===== src/rtl/xs3_conv_seq_if.sv =====
// rtl/xs3_conv_seq_if.sv - handshake bundle for the multi-digit excess-3 converter
interface xs3_conv_seq_if #(
  parameter int DIGITS = 4
);
  logic                  in_valid;
  logic                  in_ready;
  logic                  mode;
  logic [4*DIGITS-1:0]   din;
  logic                  out_valid;
  logic                  out_ready;
  logic [4*DIGITS-1:0]   dout;
  logic [DIGITS-1:0]     err_mask;
  logic                  err;
  logic                  busy;

  // upstream/downstream driver side
  modport master (
    output in_valid, mode, din, out_ready,
    input  in_ready, out_valid, dout, err_mask, err, busy
  );

  // converter side
  modport slave (
    input  in_valid, mode, din, out_ready,
    output in_ready, out_valid, dout, err_mask, err, busy
  );
endinterface


===== src/rtl/xs3_conv_seq.sv =====
// rtl/xs3_conv_seq.sv - sequential multi-digit BCD<->XS3 converter, one digit per clock
module xs3_conv_seq #(
  parameter int DIGITS = 4
) (
  input  logic          clk,
  input  logic          rst_n,
  xs3_conv_seq_if.slave bus
);
  localparam int CW = (DIGITS > 1) ? $clog2(DIGITS) : 1;
  localparam logic [CW-1:0] LAST_IDX = CW'(DIGITS - 1);

  typedef enum logic [1:0] {
    IDLE = 2'd0,
    CONV = 2'd1,
    DONE = 2'd2
  } state_t;

  state_t                state_q, state_d;
  logic [CW-1:0]         idx_q, idx_d;
  logic [4*DIGITS-1:0]   din_q, din_d;
  logic                  mode_q, mode_d;
  logic [4*DIGITS-1:0]   dout_q, dout_d;
  logic [DIGITS-1:0]     err_mask_q, err_mask_d;
  logic                  err_q, err_d;
  logic                  out_valid_q, out_valid_d;
  logic                  busy_q, busy_d;

  logic [3:0]            cur_digit;
  logic [4:0]            cur_res;

  // Single-digit conversion; returns {invalid, value}. Invalid codes map to 4'hF.
  function automatic logic [4:0] conv_digit(input logic m, input logic [3:0] d);
    logic [4:0] r;
    if (!m) begin
      if (d <= 4'd9) r = {1'b0, d + 4'd3};
      else           r = {1'b1, 4'hF};
    end else begin
      if (d >= 4'd3 && d <= 4'd12) r = {1'b0, d - 4'd3};
      else                         r = {1'b1, 4'hF};
    end
    return r;
  endfunction

  // Select the digit addressed by the index and convert it.
  always_comb begin
    cur_digit = 4'h0;
    for (int i = 0; i < DIGITS; i++) begin
      if (idx_q == CW'(i)) cur_digit = din_q[4*i +: 4];
    end
    cur_res = conv_digit(mode_q, cur_digit);
  end

  // Next-state and next-output computation for the IDLE/CONV/DONE sequencer.
  always_comb begin
    state_d    = state_q;
    idx_d      = idx_q;
    din_d      = din_q;
    mode_d     = mode_q;
    dout_d     = dout_q;
    err_mask_d = err_mask_q;
    unique case (state_q)
      IDLE: begin
        if (bus.in_valid) begin
          state_d    = CONV;
          din_d      = bus.din;
          mode_d     = bus.mode;
          dout_d     = '0;
          err_mask_d = '0;
          idx_d      = '0;
        end
      end
      CONV: begin
        for (int i = 0; i < DIGITS; i++) begin
          if (idx_q == CW'(i)) begin
            dout_d[4*i +: 4] = cur_res[3:0];
            err_mask_d[i]    = cur_res[4];
          end
        end
        if (idx_q == LAST_IDX) state_d = DONE;
        else                   idx_d   = idx_q + CW'(1);
      end
      DONE: begin
        if (bus.out_ready) state_d = IDLE;
      end
      default: state_d = IDLE;
    endcase
    err_d       = |err_mask_d;
    out_valid_d = (state_d == DONE);
    busy_d      = (state_d != IDLE);
  end

  // State and registered outputs; asynchronous reset aborts any transaction.
  always_ff @(posedge clk or negedge rst_n) begin
    if (!rst_n) begin
      state_q     <= IDLE;
      idx_q       <= '0;
      din_q       <= '0;
      mode_q      <= 1'b0;
      dout_q      <= '0;
      err_mask_q  <= '0;
      err_q       <= 1'b0;
      out_valid_q <= 1'b0;
      busy_q      <= 1'b0;
    end else begin
      state_q     <= state_d;
      idx_q       <= idx_d;
      din_q       <= din_d;
      mode_q      <= mode_d;
      dout_q      <= dout_d;
      err_mask_q  <= err_mask_d;
      err_q       <= err_d;
      out_valid_q <= out_valid_d;
      busy_q      <= busy_d;
    end
  end

  assign bus.in_ready  = (state_q == IDLE);
  assign bus.out_valid = out_valid_q;
  assign bus.dout      = dout_q;
  assign bus.err_mask  = err_mask_q;
  assign bus.err       = err_q;
  assign bus.busy      = busy_q;
endmodule


===== src/flat_wrapper.sv =====
// flat-port wrapper written by rule: the top's interface ports become plain ports
module xs3_conv_seq_flat 
#(
  parameter int DIGITS = 4
)
  (clk, rst_n, bus_in_valid, bus_mode, bus_din, bus_out_ready, bus_in_ready, bus_out_valid, bus_dout, bus_err_mask, bus_err, bus_busy);
  xs3_conv_seq_if #(.DIGITS(DIGITS)) bus_i ();
  input  logic clk;
  input  logic rst_n;
  input wire logic [$bits(bus_i.in_valid)-1:0] bus_in_valid;
  input wire logic [$bits(bus_i.mode)-1:0] bus_mode;
  input wire logic [$bits(bus_i.din)-1:0] bus_din;
  input wire logic [$bits(bus_i.out_ready)-1:0] bus_out_ready;
  output wire logic [$bits(bus_i.in_ready)-1:0] bus_in_ready;
  output wire logic [$bits(bus_i.out_valid)-1:0] bus_out_valid;
  output wire logic [$bits(bus_i.dout)-1:0] bus_dout;
  output wire logic [$bits(bus_i.err_mask)-1:0] bus_err_mask;
  output wire logic [$bits(bus_i.err)-1:0] bus_err;
  output wire logic [$bits(bus_i.busy)-1:0] bus_busy;
  assign bus_i.in_valid = bus_in_valid;
  assign bus_i.mode = bus_mode;
  assign bus_i.din = bus_din;
  assign bus_i.out_ready = bus_out_ready;
  assign bus_in_ready = bus_i.in_ready;
  assign bus_out_valid = bus_i.out_valid;
  assign bus_dout = bus_i.dout;
  assign bus_err_mask = bus_i.err_mask;
  assign bus_err = bus_i.err;
  assign bus_busy = bus_i.busy;
  xs3_conv_seq #(.DIGITS(DIGITS)) u_core (.clk(clk), .rst_n(rst_n), .bus(bus_i));
endmodule

===== config.mk =====
export PLATFORM = sky130hd
export DESIGN_NAME = xs3_conv_seq_flat
export DESIGN_NICKNAME = d
export VERILOG_FILES = /design/src/rtl/xs3_conv_seq_if.sv /design/src/rtl/xs3_conv_seq.sv /design/src/flat_wrapper.sv
export SDC_FILE = /design/constraint.sdc
export NUM_CORES = 1
export LEC_CHECK = 0
export CAP_MARGIN = 5
export CELL_PAD_IN_SITES_DETAIL_PLACEMENT = 0
export CELL_PAD_IN_SITES_GLOBAL_PLACEMENT = 1
export CORE_MARGIN = 8
export CORE_UTILIZATION = 41
export CTS_CLUSTER_DIAMETER = 30
export DETAILED_ROUTE_END_ITERATION = 10
export DONT_BUFFER_PORTS = 1
export GPL_ROUTABILITY_DRIVEN = 0
export PLACE_DENSITY = 0.79
export SETUP_SLACK_MARGIN = 0.3
export SLEW_MARGIN = 30
export SYNTH_ARGS = -nofsm -noshare
export SYNTH_HDL_FRONTEND = slang
export SYNTH_SLANG_ARGS = --single-unit

===== constraint.sdc =====
create_clock -name clk -period 4.7 [get_ports clk]
set_clock_uncertainty 0.1 [all_clocks]
set_input_delay 0.705 -clock clk [delete_from_list [all_inputs] [get_ports clk]]
set_output_delay 0.705 -clock clk [all_outputs]
set_load 0.005 [all_outputs]

==> results.toml, run 1 <==
[worst_setup_path]
cp-endpoint = "u_core.bus.dout[1]"
cp-end-kind = "flip-flop"
crit_type = "flip-flop to flip-flop"
crit_chain = "inv_1 -> ha_1 -> and2b_4 -> a221oi_2 -> nor2_1 -> ha_1 -> nand2b_1 -> a211oi_2 -> a311oi_2 -> mux2_1"
startpoint = "u_core.idx_q[1]"
path_max_fanout = 11
crit_slowest_cell = "ha_1"
r2r-start = "u_core.idx_q[1]"
rrSetupSlack_ns = 1.60
crit_family = "adder cells"
crit_arrival_ns = 3.19
reg2reg_to = "u_core.bus.dout[1]"
critPathMostFrequentCell = "ha_1"
r2r_cells = 10
slowest_delay_ns = 0.43
critPathLaunchType = "flip-flop"
path_depth = 10
required_ns = 4.79
crit_buf_inv = 1

[routing]
antenna_left = 0
drtIter0Drc = 82
viasPerCell = 5.426
wl_mm = 5.181
avgRoutedWirePerCell_microns = 17.10
first_pass_iters = 4
vias = 1644
drcViolationCount = 0

[floorplan]
die_h_microns = 89.91
rows = 27
dieArea_sq_um = 8084
die_w_microns = 89.91
io_pins = 45
start_util = 0.4144
design.core.area_sq_um = 5405

[clocking]
clk_pin_slew_ns = 0.08
cts_inserted_buffers = 5
htree_levels = 2
cts_sinks = 44
insertion_delay_ns = 0.30
cts_tree = "built"
cts_setup_buffers = 0
clock_tree.root_cell = "clkbuf_8"
clk_path_buf_depth = 2

[sta]
slew_viol_final = 0
period_minus_slack_ns = 3.102
post-route-period-util = 0.6600
fmax_mhz = 322.4
hold_viol_final = 0
tightest_slew_ns = 0.7250
rsz0062_at_grt = "false"
worst_slack_ns = 1.598
final-setup-viol-count = 0
max_slew_margin = 0.5155
tns_ns = 0
fin_hold_ws_ns = 0.1482

[synth]
synth_edf_count = 0
synth_fp_nets = 257
syn_area_sq_um = 2240
synth-seq-area-share = 0.4916
synth_flop_cell = "dfrtp_1"
synthCells = 230
synthArstFlopShare = 1.000
syn-mean-instance-area_sq_um = 9.738
ys_seq_elements = 44
synth_cell_types = 50
ys_warn_count = 0

[global_routing]
grt_pass1_wl_mm = 8.507
grt_pass1_vias = 1660
grt_max_degree = 45
grtUsageTotal = 0.1283
grt_antenna_before_repair = 0
grt_overflow_total = 0

[finish]
final_cell_mix = "nand2_1, dfrtp_1, nor2_1"
nets = 258
stdcell_area_sq_um = 2441
antennaDiodeCount = 0
area_growth_pct = 8.994
final_common_cell = "nand2_1"
layout-drive-gt1-share = 0.1169
final_cells = 303
utilization = 0.4516

[power]
p_per_area_nw_per_um2 = 862.1
power.leakage_nw = 1.148
p_total_mw = 2.104
irDropWorstVdd_v = 0.0002511

[placement]
placed_area_sq_um = 2292
pre_cts_ws_ns = 1.633
dp_cells = 295
io_buffers = 0
place.detailed.hpwl_mm = 3.769

[min_path]
hold_path.class = "input pin to async pin"

[job]
drv_cap = 0

[status]
outcome = "complete, no violations"
cells in the mapped netlist, drive strengths merged (2+ instances only):
library cell,instances,share of area
nor2b,3,0.0084
a311oi,2,0.011
or2,2,0.0056
o21ai,14,0.036
nand3,3,0.0067
nor3,6,0.026
and3,2,0.0056
nand2,72,0.12
nor3b,3,0.012
a211oi,3,0.015
a21o,3,0.010
mux2,5,0.025
nor2,16,0.027
a21oi,4,0.0089
o22ai,2,0.0084
a221oi,2,0.018
nand3b,2,0.012
a32o,4,0.018
clkbuf,6,0.010
ha,6,0.034
inv,6,0.010
nand2b,4,0.011
dfrtp,44,0.49
buf,2,0.010
o31ai,2,0.0089
sequential cells by signal, summed over array words and instances, names as in the netlist:
register	count
u_core.din_q	16
u_core.mode_q	1
u_core.bus.busy	1
u_core.bus.dout	16
u_core.idx_q	2
u_core.state_q	2
u_core.bus.err	1
u_core.bus.err_mask	4
u_core.bus.out_valid	1
metal layers:
metal / wire, microns / vias to the layer above / GRT usage
met5: 0 / - / 0
met1: 2458 / 798 / 0.1613
met2: 2262 / 48 / 0.1939
met3: 406 / 5 / 0.05403
met4: 53 / 0 / 0.04161
li1: - / 793 / -
layout make-up:
type | count | area, sq um
clock buffer | 5 | 68.82
clock inverter | 2 | 60.06
inverter | 6 | 22.52
sequential | 44 | 1101
timing repair buffer | 2 | 27.53
fill | 533 | 2964
tap | 72 | 90.09
multi-input combinational | 172 | 1071
power breakdown:
group / internal, mW / switching (mW) / leakage (nW) / total (mW)
registers: 0.552 / 0.144 / 0.555 / 0.696
logic: 0.417 / 0.653 / 0.529 / 1.07
clock network: 0.209 / 0.129 / 0.0642 / 0.338
logic make-up after synthesis:
logic type                 Yosys count  synth area share
and+or+nand+nor                    116            0.2464
AOI/OAI and AO/OA                   45            0.1732
DFF                                 44            0.4916
buffers and inverters               14           0.03017
adders and majority gates            6           0.03352
muxes                                5           0.02514
how the worst min path moves through the flow:
stage          start                      to  slack, ns  cells after the start
4_1_cts        rst_n  u_core.bus.err_mask[3]       0.15                      1
5_1_grt        rst_n      u_core.bus.dout[3]       0.16                      1
3_5_place_dp   rst_n          u_core.bus.err       0.31                      0
3_3_place_gp   rst_n         u_core.bus.busy       0.31                      0
2_1_floorplan  rst_n         u_core.bus.busy       0.31                      0
6_report       rst_n  u_core.bus.err_mask[3]       0.15                      1
timing repair:
action                                 CTS  global route
gates resized for setup                  0             0
setup endpoints to repair                0             0
endpoints found under the hold margin   44             0
hold buffers                             1             0
No activity file was read; power rests on OpenSTA's default activity.
==> inputs of run 2 (changes only) <==
clock period = 2.9 ns   (was 4.7 ns; I/O delays follow)
==> results.toml, run 2 (same netlist as run 1, synthesis figures left out) <==
[power]
swShare = 0.4403
irDropWorstVdd_v = 0.0004948
internal_power_mw = 2.276
p_switching_mw = 1.791
seq_power_share = 0.286
power.leakage_nw = 1.271
p_per_area_nw_per_um2 = 1478
comb_power_share = 0.615
p_total_mw = 4.067
clockPowerShare = 0.099

[worst_setup_path]
crit_family = "compound AO/OA/AOI/OAI gates"
slowest_delay_ns = 0.46
crit_type = "flip-flop to flip-flop"
r2r-start = "u_core.idx_q[1]"
path_max_fanout = 4
crit_chain = "inv_2 -> ha_4 -> buf_4 -> and2b_4 -> a221oi_4 -> nor2_2 -> ha_2 -> nand2b_4 -> a211oi_4 -> a311oi_4 -> mux2_4"
required_ns = 2.99
critPathLaunchType = "flip-flop"
cp-end-kind = "flip-flop"
crit_arrival_ns = 2.70
crit_buf_inv = 2
crit_slowest_cell = "dfrtp_2"
startpoint = "u_core.idx_q[1]"

[clocking]
clk_pin_slew_ns = 0.08
cts_sinks = 44
clock_tree.root_cell = "clkbuf_8"
cts_inserted_buffers = 5
insertion_delay_ns = 0.30
clk_path_buf_depth = 2
cts_tree = "built"
htree_levels = 2

[sta]
worst_slack_ns = 0.2909
tns_ns = 0
final-setup-viol-count = 0
fmax_mhz = 383.3
post-route-period-util = 0.8997
period_minus_slack_ns = 2.609
slew_viol_final = 0
hold_viol_final = 0
max_slew_margin = 0.4890
rsz0062_at_grt = "true"
tightest_slew_ns = 0.7646

[global_routing]
grtUsageTotal = 0.1353
grt_pass1_wl_mm = 8.970
grt_max_degree = 45
grt_antenna_before_repair = 0
grt_pass1_vias = 1747
grt_overflow_total = 0

[routing]
vias = 1738
drtIter0Drc = 76
first_pass_iters = 4
viasPerCell = 5.331
wl_mm = 5.717
drcViolationCount = 0
avgRoutedWirePerCell_microns = 17.54
antenna_left = 0

[floorplan]
die_w_microns = 89.91
start_util = 0.4144
design.core.area_sq_um = 5405
dieArea_sq_um = 8084
die_h_microns = 89.91
rows = 27
io_pins = 45

[job]
drv_cap = 0

[finish]
nets = 280
area_growth_pct = 22.85
final_cell_mix = "nand2_1, dfrtp_1, buf_4"
layout-drive-gt1-share = 0.2756
antennaDiodeCount = 0
final_common_cell = "nand2_1"

[min_path]
hold_start = "bus_din[15]"
hold_path.class = "input pin to flip-flop"

[placement]
io_buffers = 0
pre_cts_ws_ns = 0.1578
place.detailed.hpwl_mm = 3.909

[status]
outcome = "complete, no violations"
## run 2: cell count changes in the layout (fill, tap and decap cells not counted), moves of 2 or more
cell	previous run	this run
buf_6	0	3
buf_4	1	19
bufinv_16	2	0
inv_2	1	3
ha_1	6	0
mux2_4	0	4
dfrtp_2	0	2
mux2_1	4	0
inv_1	5	3
ha_4	0	5
dfrtp_1	44	42
## run 2: final timing paths
path	to	slack [ns]	cells past startpoint
setup reg to reg	u_core.bus.dout[9]	0.29	11
max in group asynchronous	u_core.idx_q[0]	1.95	2
hold reg to reg	u_core.din_q[15]	0.39	2
hold / removal	u_core.din_q[15]	0.14	2
min in group asynchronous	u_core.bus.out_valid	0.54	2
setup / recovery	u_core.bus.dout[9]	0.29	11
## run 2: per-layer routing
layer  vias up  share of wire  global-route usage
li1        833              -                   -
met1       837           0.46              0.1717
met2        57           0.45              0.2067
met3        11          0.070             0.05071
met4         0          0.020             0.04438
met5         -              0                   0
## run 2: what timing repair did
item / CTS / global route
cloned: 0 / 0
resized for setup: 14 / 19
setup buffers: 6 / 9
pin swaps: 5 / 10
hold endpoints to repair: 44 / 0
hold buffers: 2 / 0
setup endpoints to repair: 17 / 17
## run 2: power groups by stage
stage                     clock network [mW]  registers [mW]  logic (mW)
after floorplan                            0            1.06        1.46
after global placement                     0            1.14        1.81
after detailed placement                   0            1.16        1.83
after CTS                              0.415            1.15        2.01
after global routing                   0.444            1.20        2.72
final                                  0.403            1.16        2.50
## run 2: per-stage QoR
step | utilization | instances | cell area (sq um) | hold slack, ns
final | 0.5090 | 326 | 2751 | 0.1380
after CTS | 0.4769 | 317 | 2577 | 0.1321
after global placement | 0.4350 | 301 | 2351 | 0.04118
after floorplan | - | 230 | 2253 | 0.03941
after global routing | 0.5090 | 326 | 2751 | 0.1266
after detailed placement | 0.4350 | 301 | 2351 | 0.04096
## run 2: worst register-to-register path, stage by stage (launching register included)
cell,delay (ns)
dfrtp_2,0.46
inv_2,0.11
ha_4,0.16
buf_4,0.11
and2b_4,0.20
a221oi_4,0.25
nor2_2,0.09
ha_2,0.26
nand2b_4,0.15
a211oi_4,0.26
a311oi_4,0.07
mux2_4,0.30
## run 2: final cells by class
cell class                 count  area (sq um)
inverter                       6         22.52
tap                           72         90.09
clock buffer                   7         86.33
multi-input combinational    172          1227
fill                         489          2654
timing repair buffer          24         214.0
clock inverter                 1         7.507
sequential                    44          1104
